--- src/rtl/wb_uart_tx.sv ---
// Purpose: Wishbone B4 classic slave that queues byte writes and serialises them as 8N1 frames on txd_o.
// Latency: ack one cycle after stb; txd_o falls one cycle after the push edge when the shifter is idle.
// Backpressure: none on the bus; a write into a full FIFO is acked, dropped and flagged as overflow.
module wb_uart_tx #(
    parameter int CLK_DIV    = 16,
    parameter int FIFO_DEPTH = 16
) (
    input  logic        wb_clk_i,
    input  logic        wb_rst_i,
    input  logic [31:0] wb_adr_i,
    input  logic [31:0] wb_dat_i,
    input  logic [3:0]  wb_sel_i,
    input  logic        wb_we_i,
    input  logic        wb_cyc_i,
    input  logic        wb_stb_i,
    output logic [31:0] wb_dat_o,
    output logic        wb_ack_o,
    output logic        txd_o,
    output logic        tx_idle_o
);

    localparam int AW = $clog2(FIFO_DEPTH);
    localparam int LW = AW + 1;
    localparam int DW = $clog2(CLK_DIV);

    typedef enum logic [1:0] {
        S_IDLE  = 2'd0,
        S_START = 2'd1,
        S_DATA  = 2'd2,
        S_STOP  = 2'd3
    } state_t;

    // Bus decode
    logic          valid;
    logic          acc;
    logic          push_req;
    logic          push;
    logic          pop;
    logic          full;
    logic          empty;
    logic          ovf_clr;
    logic          overflow_q;
    logic [31:0]   status;

    // FIFO storage
    logic [7:0]    mem [FIFO_DEPTH];
    logic [AW-1:0] wr_ptr_q;
    logic [AW-1:0] rd_ptr_q;
    logic [LW-1:0] count_q;

    // Shifter
    state_t        state_q, state_d;
    logic [DW-1:0] div_q, div_d;
    logic [2:0]    bit_q, bit_d;
    logic [7:0]    shift_q, shift_d;
    logic          txd_q, txd_d;
    logic          bit_end;

    // Address/data bits outside the decoded register map
    logic          unused_ok;
    assign unused_ok = ^{wb_adr_i[31:3], wb_adr_i[1:0], wb_dat_i[31:8], wb_sel_i[3:1]};

    // An access takes effect only on the edge that raises ack, so one effect per transaction
    assign valid    = wb_cyc_i & wb_stb_i;
    assign acc      = valid & ~wb_ack_o;
    assign push_req = acc & wb_we_i & ~wb_adr_i[2] & wb_sel_i[0];
    assign full     = (count_q == LW'(FIFO_DEPTH));
    assign empty    = (count_q == '0);
    // Fullness uses the pre-edge count: a same-edge pop does not rescue a push into a full FIFO
    assign push     = push_req & ~full;
    assign ovf_clr  = acc & wb_we_i & wb_adr_i[2] & wb_dat_i[3];

    // Status word built from pre-edge state
    always_comb begin
        status          = '0;
        status[0]       = full;
        status[1]       = empty;
        status[2]       = (state_q != S_IDLE);
        status[3]       = overflow_q;
        status[8 +: LW] = count_q;
    end

    // Bus response registers and sticky overflow flag
    always_ff @(posedge wb_clk_i or negedge wb_rst_i) begin
        if (!wb_rst_i) begin
            wb_ack_o   <= 1'b0;
            wb_dat_o   <= '0;
            overflow_q <= 1'b0;
        end else begin
            wb_ack_o <= acc;
            if (acc && !wb_we_i && wb_adr_i[2]) begin
                wb_dat_o <= status;
            end else begin
                wb_dat_o <= '0;
            end
            if (push_req && full) begin
                overflow_q <= 1'b1;
            end else if (ovf_clr) begin
                overflow_q <= 1'b0;
            end
        end
    end

    // FIFO storage write; contents need no reset since the pointers define validity
    always_ff @(posedge wb_clk_i) begin
        if (push) begin
            mem[wr_ptr_q] <= wb_dat_i[7:0];
        end
    end

    // FIFO pointers and occupancy; pointers wrap naturally as the depth is a power of two
    always_ff @(posedge wb_clk_i or negedge wb_rst_i) begin
        if (!wb_rst_i) begin
            wr_ptr_q <= '0;
            rd_ptr_q <= '0;
            count_q  <= '0;
        end else begin
            if (push) begin
                wr_ptr_q <= wr_ptr_q + AW'(1);
            end
            if (pop) begin
                rd_ptr_q <= rd_ptr_q + AW'(1);
            end
            case ({push, pop})
                2'b10:   count_q <= count_q + LW'(1);
                2'b01:   count_q <= count_q - LW'(1);
                default: count_q <= count_q;
            endcase
        end
    end

    // Shifter state register
    always_ff @(posedge wb_clk_i or negedge wb_rst_i) begin
        if (!wb_rst_i) begin
            state_q <= S_IDLE;
            div_q   <= '0;
            bit_q   <= '0;
            shift_q <= '0;
            txd_q   <= 1'b1;
        end else begin
            state_q <= state_d;
            div_q   <= div_d;
            bit_q   <= bit_d;
            shift_q <= shift_d;
            txd_q   <= txd_d;
        end
    end

    assign bit_end = (div_q == DW'(CLK_DIV - 1));

    // Next-state: txd is registered alongside the state so each bit holds exactly CLK_DIV cycles
    always_comb begin
        state_d = state_q;
        div_d   = div_q;
        bit_d   = bit_q;
        shift_d = shift_q;
        txd_d   = txd_q;
        pop     = 1'b0;
        case (state_q)
            S_IDLE: begin
                txd_d = 1'b1;
                div_d = '0;
                if (!empty) begin
                    pop     = 1'b1;
                    shift_d = mem[rd_ptr_q];
                    state_d = S_START;
                    txd_d   = 1'b0;
                end
            end
            S_START: begin
                if (bit_end) begin
                    div_d   = '0;
                    bit_d   = '0;
                    state_d = S_DATA;
                    txd_d   = shift_q[0];
                end else begin
                    div_d = div_q + DW'(1);
                end
            end
            S_DATA: begin
                if (bit_end) begin
                    div_d = '0;
                    if (bit_q == 3'd7) begin
                        state_d = S_STOP;
                        txd_d   = 1'b1;
                    end else begin
                        bit_d   = bit_q + 3'd1;
                        shift_d = {1'b0, shift_q[7:1]};
                        txd_d   = shift_q[1];
                    end
                end else begin
                    div_d = div_q + DW'(1);
                end
            end
            S_STOP: begin
                if (bit_end) begin
                    div_d = '0;
                    if (!empty) begin
                        // Back-to-back frames: next start bit follows the stop bit directly
                        pop     = 1'b1;
                        shift_d = mem[rd_ptr_q];
                        state_d = S_START;
                        txd_d   = 1'b0;
                    end else begin
                        state_d = S_IDLE;
                        txd_d   = 1'b1;
                    end
                end else begin
                    div_d = div_q + DW'(1);
                end
            end
            default: begin
                state_d = S_IDLE;
                txd_d   = 1'b1;
            end
        endcase
    end

    assign txd_o     = txd_q;
    assign tx_idle_o = empty & (state_q == S_IDLE);

endmodule

--- config.mk ---
export PLATFORM = sky130hd
export DESIGN_NAME = wb_uart_tx
export DESIGN_NICKNAME = d
export VERILOG_FILES = /design/src/rtl/wb_uart_tx.sv
export SDC_FILE = /design/constraint.sdc
export NUM_CORES = 1
export LEC_CHECK = 0
export BUFFER_PORTS_ARGS = -buffer_cell sky130_fd_sc_hd__buf_2
export CAP_MARGIN = 5
export CORE_ASPECT_RATIO = 1.1
export CORE_MARGIN = 2
export CORE_UTILIZATION = 54
export CTS_CLUSTER_SIZE = 28
export DETAILED_ROUTE_END_ITERATION = 8
export GPL_TIMING_DRIVEN = 1
export HOLD_SLACK_MARGIN = 0.03
export PLACE_DENSITY = 0.72
export SKIP_LAST_GASP = 1
export SLEW_MARGIN = 20
export SYNTH_ARGS = -nofsm -noshare
export SYNTH_HDL_FRONTEND = slang
export SYNTH_SLANG_ARGS = --single-unit
--- constraint.sdc ---
create_clock -name wb_clk_i -period 5.7 [get_ports wb_clk_i]
set_input_delay 0.855 -clock wb_clk_i [delete_from_list [all_inputs] [get_ports wb_clk_i]]
set_output_delay 0.855 -clock wb_clk_i [all_outputs]
set_load 0.05 [all_outputs]
# Word-level counts from Yosys, hierarchy flattened
# Memories as Yosys holds them, arrays and structs flattened.
# Cells that the tools add are included.
# word_totals
word_cells	93
mem_bits_rw	128
regBits	65
output_inout_bits	35
inputBits	73
mem_count	1
# memory_table
memory	words	width	rd	rd_clocked_by_memory_dff	write_ports	line	source
mem	16	8	1	0	1	46	logic [7:0] mem [FIFO_DEPTH];
# op_classes
reduce_logical	16
add_sub_neg	6
bitwise	12
eq_ne	14
n_mux	33
# ops
cell	n
two-way mux 8 bit	4
one-hot mux 8 bit (3 select lines)	1
two-way mux 13 bit	1
adder 4 x 1 -> 4 bit (second input constant)	3
two-way mux 1 bit	12
inequality test 2 bit (second input constant)	6
two-way mux 2 bit	5
one-hot mux 5 bit (2 select lines)	1
bitwise AND 1 bit	9
two-way mux 3 bit	3
one-hot mux 2 bit (4 select lines)	1
one-hot mux 4 bit (2 select lines)	1
AND reduction 4 bit	2
nonzero test 2 bit	4
equality test 2 bit (second input constant)	3
one-hot mux 3 bit (2 select lines)	1
adder 5 x 1 -> 5 bit (second input constant)	1
equality test 5 bit (second input constant)	1
zero test 5 bit	1
AND reduction 5 bit	1
subtractor 5 x 1 -> 5 bit (second input constant)	1
equality test 2 x 1 -> 1 bit (second input constant)	2
equality test 4 bit (second input constant)	1
two-way mux 4 bit	1
other kinds (11)	15

# Longest topological paths before layout
# logic_depth
depth_word	8
mapped_depth	12

# Worst setup path before layout
# Ideal clock, no wire load.
# synth_path
path_type	input to register
start	in wb_stb_i
end	reg count_q[4]
stages	11
arrival_ns	2.850
setup_ns	0.079
required_time_ns	5.621
path_slack_ns	2.770
path_cell_list	and3b_1 -> nand4b_1 -> a21oi_2 -> inv_1 -> ha_1 -> ha_1 -> nor2b_1 -> o21ai_0 -> a21oi_1 -> nor3_1 -> xor2_1
# synth_between
elab_chain_cells	8
elab_cells_between_ends	10
cone_classes	eq/ne: 2; mux: 1; bitwise: 6; reduce/logical: 1
# synth_lines
element	line	source
start, declared	15	input logic wb_stb_i,
bitwise AND 1 bit (*)	64	assign valid = wb_cyc_i & wb_stb_i;
bitwise AND 1 bit (*)	65	assign acc = valid & ~wb_ack_o;
bitwise AND 1 bit (*) (3 in a row)	66	assign push_req = acc & wb_we_i & ~wb_adr_i[2] & wb_sel_i[0];
bitwise AND 1 bit (*)	70	assign push = push_req & ~full;
equality test 2 x 1 -> 1 bit / equality test 2 bit (equally long branches)	124	case ({push, pop})
one-hot mux 5 bit (2 select lines) / nonzero test 2 bit (equally long branches)	n/a	
end signal, assigned	125	2'b10: count_q <= count_q + LW'(1);
end signal, assigned	126	2'b01: count_q <= count_q - LW'(1);
end signal, assigned	127	default: count_q <= count_q;
end, declared	49	logic [LW-1:0] count_q;
# Mark *: on every way between the ends. The rest lies on a longest branch, timed or not.
# A chain may end at the register's enable or synchronous reset.

# Worst setup path in the final report
# layout_path
start	in wb_stb_i
end	reg count_q[4]
# layout_between
elab_chain_cells	8
elab_cells_between_ends	10
cone_classes	eq/ne: 2; mux: 1; bitwise: 6; reduce/logical: 1
# layout_lines
element	line	source
bitwise AND 1 bit (*)	64	
bitwise AND 1 bit (*)	65	
via acc	35	logic acc;
bitwise AND 1 bit (*) (3 in a row)	66	
bitwise AND 1 bit (*)	70	
equality test 2 x 1 -> 1 bit / equality test 2 bit (equally long branches)	124	
one-hot mux 5 bit (2 select lines) / nonzero test 2 bit (equally long branches)	n/a	
# Mark *: on every way through the listed nets, which the timed path passes. The rest lies on a longest branch.

==> summary.txt <==
Pwr
  • Sw Share: 0.336
  • Register share of total power: 0.426
  • Comb pwr share: 0.288
  • Cell internal pwr: 2.56 mW
  • Tot Pwr: roughly 3.8 mW
  • Leak: 3.01 nW
  • Switch Pwr: 1.29 mW
  • Pwr dens: 481 nW/um^2
  • Clk network pwr share: 0.287
  • VDD IR-drop max: 0.000200 V

Placement
  • Placement Setup Slack: around 2300 ps
  • Post-DP Area: 7440 sq um
  • Port Buffers: 26
  • DP HPWL: between 8 and 9 mm
  • RD Place Congestion: 0.855

STA
  • Unrepaired setup endpoints after global routing: no
  • Final Critical Period: 3040 ps
  • Slew Viols, Final: 0
  • Clk_skew: 5.79 ps
  • Final Hold Viols: 0
  • Fin Setup TNS: 0 ps
  • Fmax: 0.328 GHz
  • Worst setup margin: 2660 ps
  • Slew HR: 0.251
  • Setup violators final: 0
  • Worst-Margin Slew: 1120 ps
  • Tcrit/Tclk final: 0.534

Critical path
  • Worst r2r src: state_q[0]
  • Worst setup SP type: primary input
  • CP cell instances: buf_2 > and3b_1 > nand4b_1 > a21oi_2 > inv_1 > ha_1 > ha_1 > nor2b_1 > o21ai_0 > a21oi_1 > nor3_1 > xor2_1
  • Reg2reg path depth: 11
  • Critical path arrival: roughly 3400 ps
  • Most used cell, CP: ha_1
  • CP max FO: 9
  • WS Path Type: primary input to flop
  • Flop-to-flop setup slack: about 2700 ps
  • Reg-to-Reg End: count_q[4]
  • Slowest library cell on the worst path: a21oi_2
  • Required @ worst endpoint: just over 6000 ps
  • Max stage delay on crit path: around 400 ps
  • Critical Path Sink Type: flop

Clock tree
  • Clk sinks: 170
  • Clk Latency, worst-skew pair: 430 ps
  • CTS tree: built
  • Cts hold-fix bufs: 0
  • Num CTS Buffers: 17
  • Clock transition at the registers of the reported paths: 60 ps
  • H-tree levels: 4
  • Post-CTS Setup Repair Bufs: 0
  • CTS Root Cell: clkbuf_16
  • Clock buffer depth: 2
  • Cts repair resizes: 0

Logic synthesis
  • Synth top area cells: edfxtp_1 53%, dfrtp_1 14%, mux4_2 5.6%
  • Asr flop ratio synth: 0.247
  • YS warnings: 0
  • Synth Flop Type: edfxtp_1
  • Unique masters post-synth: 52
  • Area share of the largest cell type after synthesis: 0.532
  • Post-Syn Instances: approximately 450
  • Mapped Area: 7220 sq um
  • Avg Inst Size Synth: 15.9 sq um
  • Number of synthesized flops with an enable pin: 128
  • Seq/Total Area, Yosys: 0.678
  • Synth area leader: edfxtp_1
  • Synth Register Bits: 170

Floorplan
  • Row Count: 44
  • Starting Density: 0.549
  • Die area: 14300 sq um
  • Core ar.: 13200 sq um
  • IO Pins: 108
  • Vert. Die Dim: 125 um
  • Die X-Extent: 114 um

Cells and area
  • Synthesis-to-finish area growth: 10.9%
  • Layout cell share with drive strength beyond 1: 0.186
  • Fillers: 969
  • Design Area, Final: 8010 sq um
  • Antenna Cells: 0
  • Fin nets: 579
  • Layout Utilization: 0.608

Global routing
  • Vias in the first global route: between 3000 and 4000
  • GR Overflow Total: 0
  • First-pass GRT wire length: about 21 mm
  • Largest net degree at the start of global routing: between 40 and 50
  • Initial antenna violation count: 0
  • Gr usage total: 0.201

Detailed routing
  • Routed WL: approximately 13 mm
  • Met1 WL: 5.50 mm
  • Highest routed metal layer: met4
  • DR pass1 iterations: 5
  • Met2 wire length: 6.76 mm
  • Via-to-Cell Ratio: 5.86
  • Final antenna-violating net count: 0
  • DR vias: 3877
  • WL met3: 690 um
  • 1st-iter DRT viols: 275
  • Drc violations: 0
  • WL per Instance: 20.3 um

Hold path
  • Hold Path Stages: 1
  • WHS Endpoint: wb_dat_o[3]
  • Min-delay src: overflow_q
  • HP Class: flop to flop

Run
  • Max_cap viols: 0

Outcome
  • Status: completed
[how the worst max path moves through the flow]
| stage | slack, ps | from | depth (start not counted) | to |
|---|---|---|---|---|
| detailed placement | 2270 | wb_stb_i | 12 | count_q[4] |
| CTS | 2680 | state_q[0] | 11 | count_q[4] |
| finish | 2660 | wb_stb_i | 12 | count_q[4] |
| global route | 2430 | state_q[0] | 11 | count_q[4] |
| floorplan | 2770 | wb_stb_i | 11 | count_q[4] |
| global placement | 2370 | wb_stb_i | 12 | count_q[4] |
[routing by layer]
layer	GRT usage	vias to the layer above
li1	-	1759
met1	0.257	1958
met4	0.105	0
met5	0	-
met3	0.0475	29
met2	0.320	131
[critical path, delay by kind of cell]
| family | cells | cell delay, ps |
|---|---|---|
| xor gates and xnor gates | 1 | 160 |
| and+or+nand+nor | 4 | 720 |
| AOI/OAI and AO/OA | 3 | 720 |
| buffers and inverters | 2 | 290 |
| adders and majority gates | 2 | 660 |
[sequential cells by signal (all words and copies together), names as in the netlist]
signal,count
shift_q,8
txd_o,1
div_q,4
rd_ptr_q,4
overflow_q,1
count_q,5
wb_ack_o,1
wb_dat_o,9
mem,128
wr_ptr_q,4
bit_q,3
state_q,2
[cells by family after synthesis]
family / synth area share
flops: 0.678
simple gates: 0.0606
compound gates: 0.0634
buf+inv: 0.0456
mux: 0.106
fa+ha+maj: 0.0322
xor+xnor: 0.0133
other cells: 0.000519
[power by group through the flow]
stage,clock [mW],sequential (mW),combinational [mW]
finish,1.10,1.64,1.11
global route,1.17,1.66,1.22
CTS,1.12,1.64,1.11
detailed placement,0,1.66,1.10
global placement,0,1.65,1.06
floorplan,0,1.56,0.974
[synth_stat cells, types with 2 or more instances]
cell type	count
edfxtp_1	128
dfrtp_1	41
mux2i_1	26
buf_4	25
nand2_1	20
mux4_2	18
ha_1	17
a21oi_1	15
inv_1	15
nor2_1	15
a22oi_1	13
o21ai_0	11
and2_1	9
clkbuf_1	7
xnor2_1	7
nor2b_1	6
nor3_1	6
o21a_1	6
o22ai_1	6
o311ai_1	6
buf_2	5
and3_1	4
nor4_1	4
xor2_1	4
buf_6	3
mux4_1	3
nand3_1	3
a22o_1	2
mux2_2	2
nand2b_1	2
nand3b_1	2
nand4b_1	2
[through the flow]
step / cells / hold WS (ps)
after floorplan: 475 / 446
after global placement: 630 / 460
after detailed placement: 630 / 471
after CTS: 662 / 486
after global routing: 662 / 500
final: 662 / 480
[layout by cell type (no fill, tap or decap), types with 7 or more instances in the layout]
master	n
inv_1	15
a21oi_1	15
conb_1	23
nor2_1	15
buf_2	26
and2_1	9
nand2_1	20
o21ai_0	11
a22oi_1	13
clkbuf_16	17
dfrtp_1	41
edfxtp_1	128
mux2i_1	26
buf_4	8
xnor2_1	7
ha_1	17
mux4_2	18
[area by class of cell]
cell class / instances / area, sq um / area share
Tap cell: 161 / 201 / 0.0252
Clock buffer: 18 / 429 / 0.0536
Sequential cell: 170 / 4900 / 0.612
Clock inverter: 14 / 138 / 0.0172
Multi-Input combinational cell: 250 / 2090 / 0.262
Inverter: 15 / 56.3 / 0.00703
Timing Repair Buffer: 34 / 190 / 0.0238
Power figures use the tool's default switching activity.
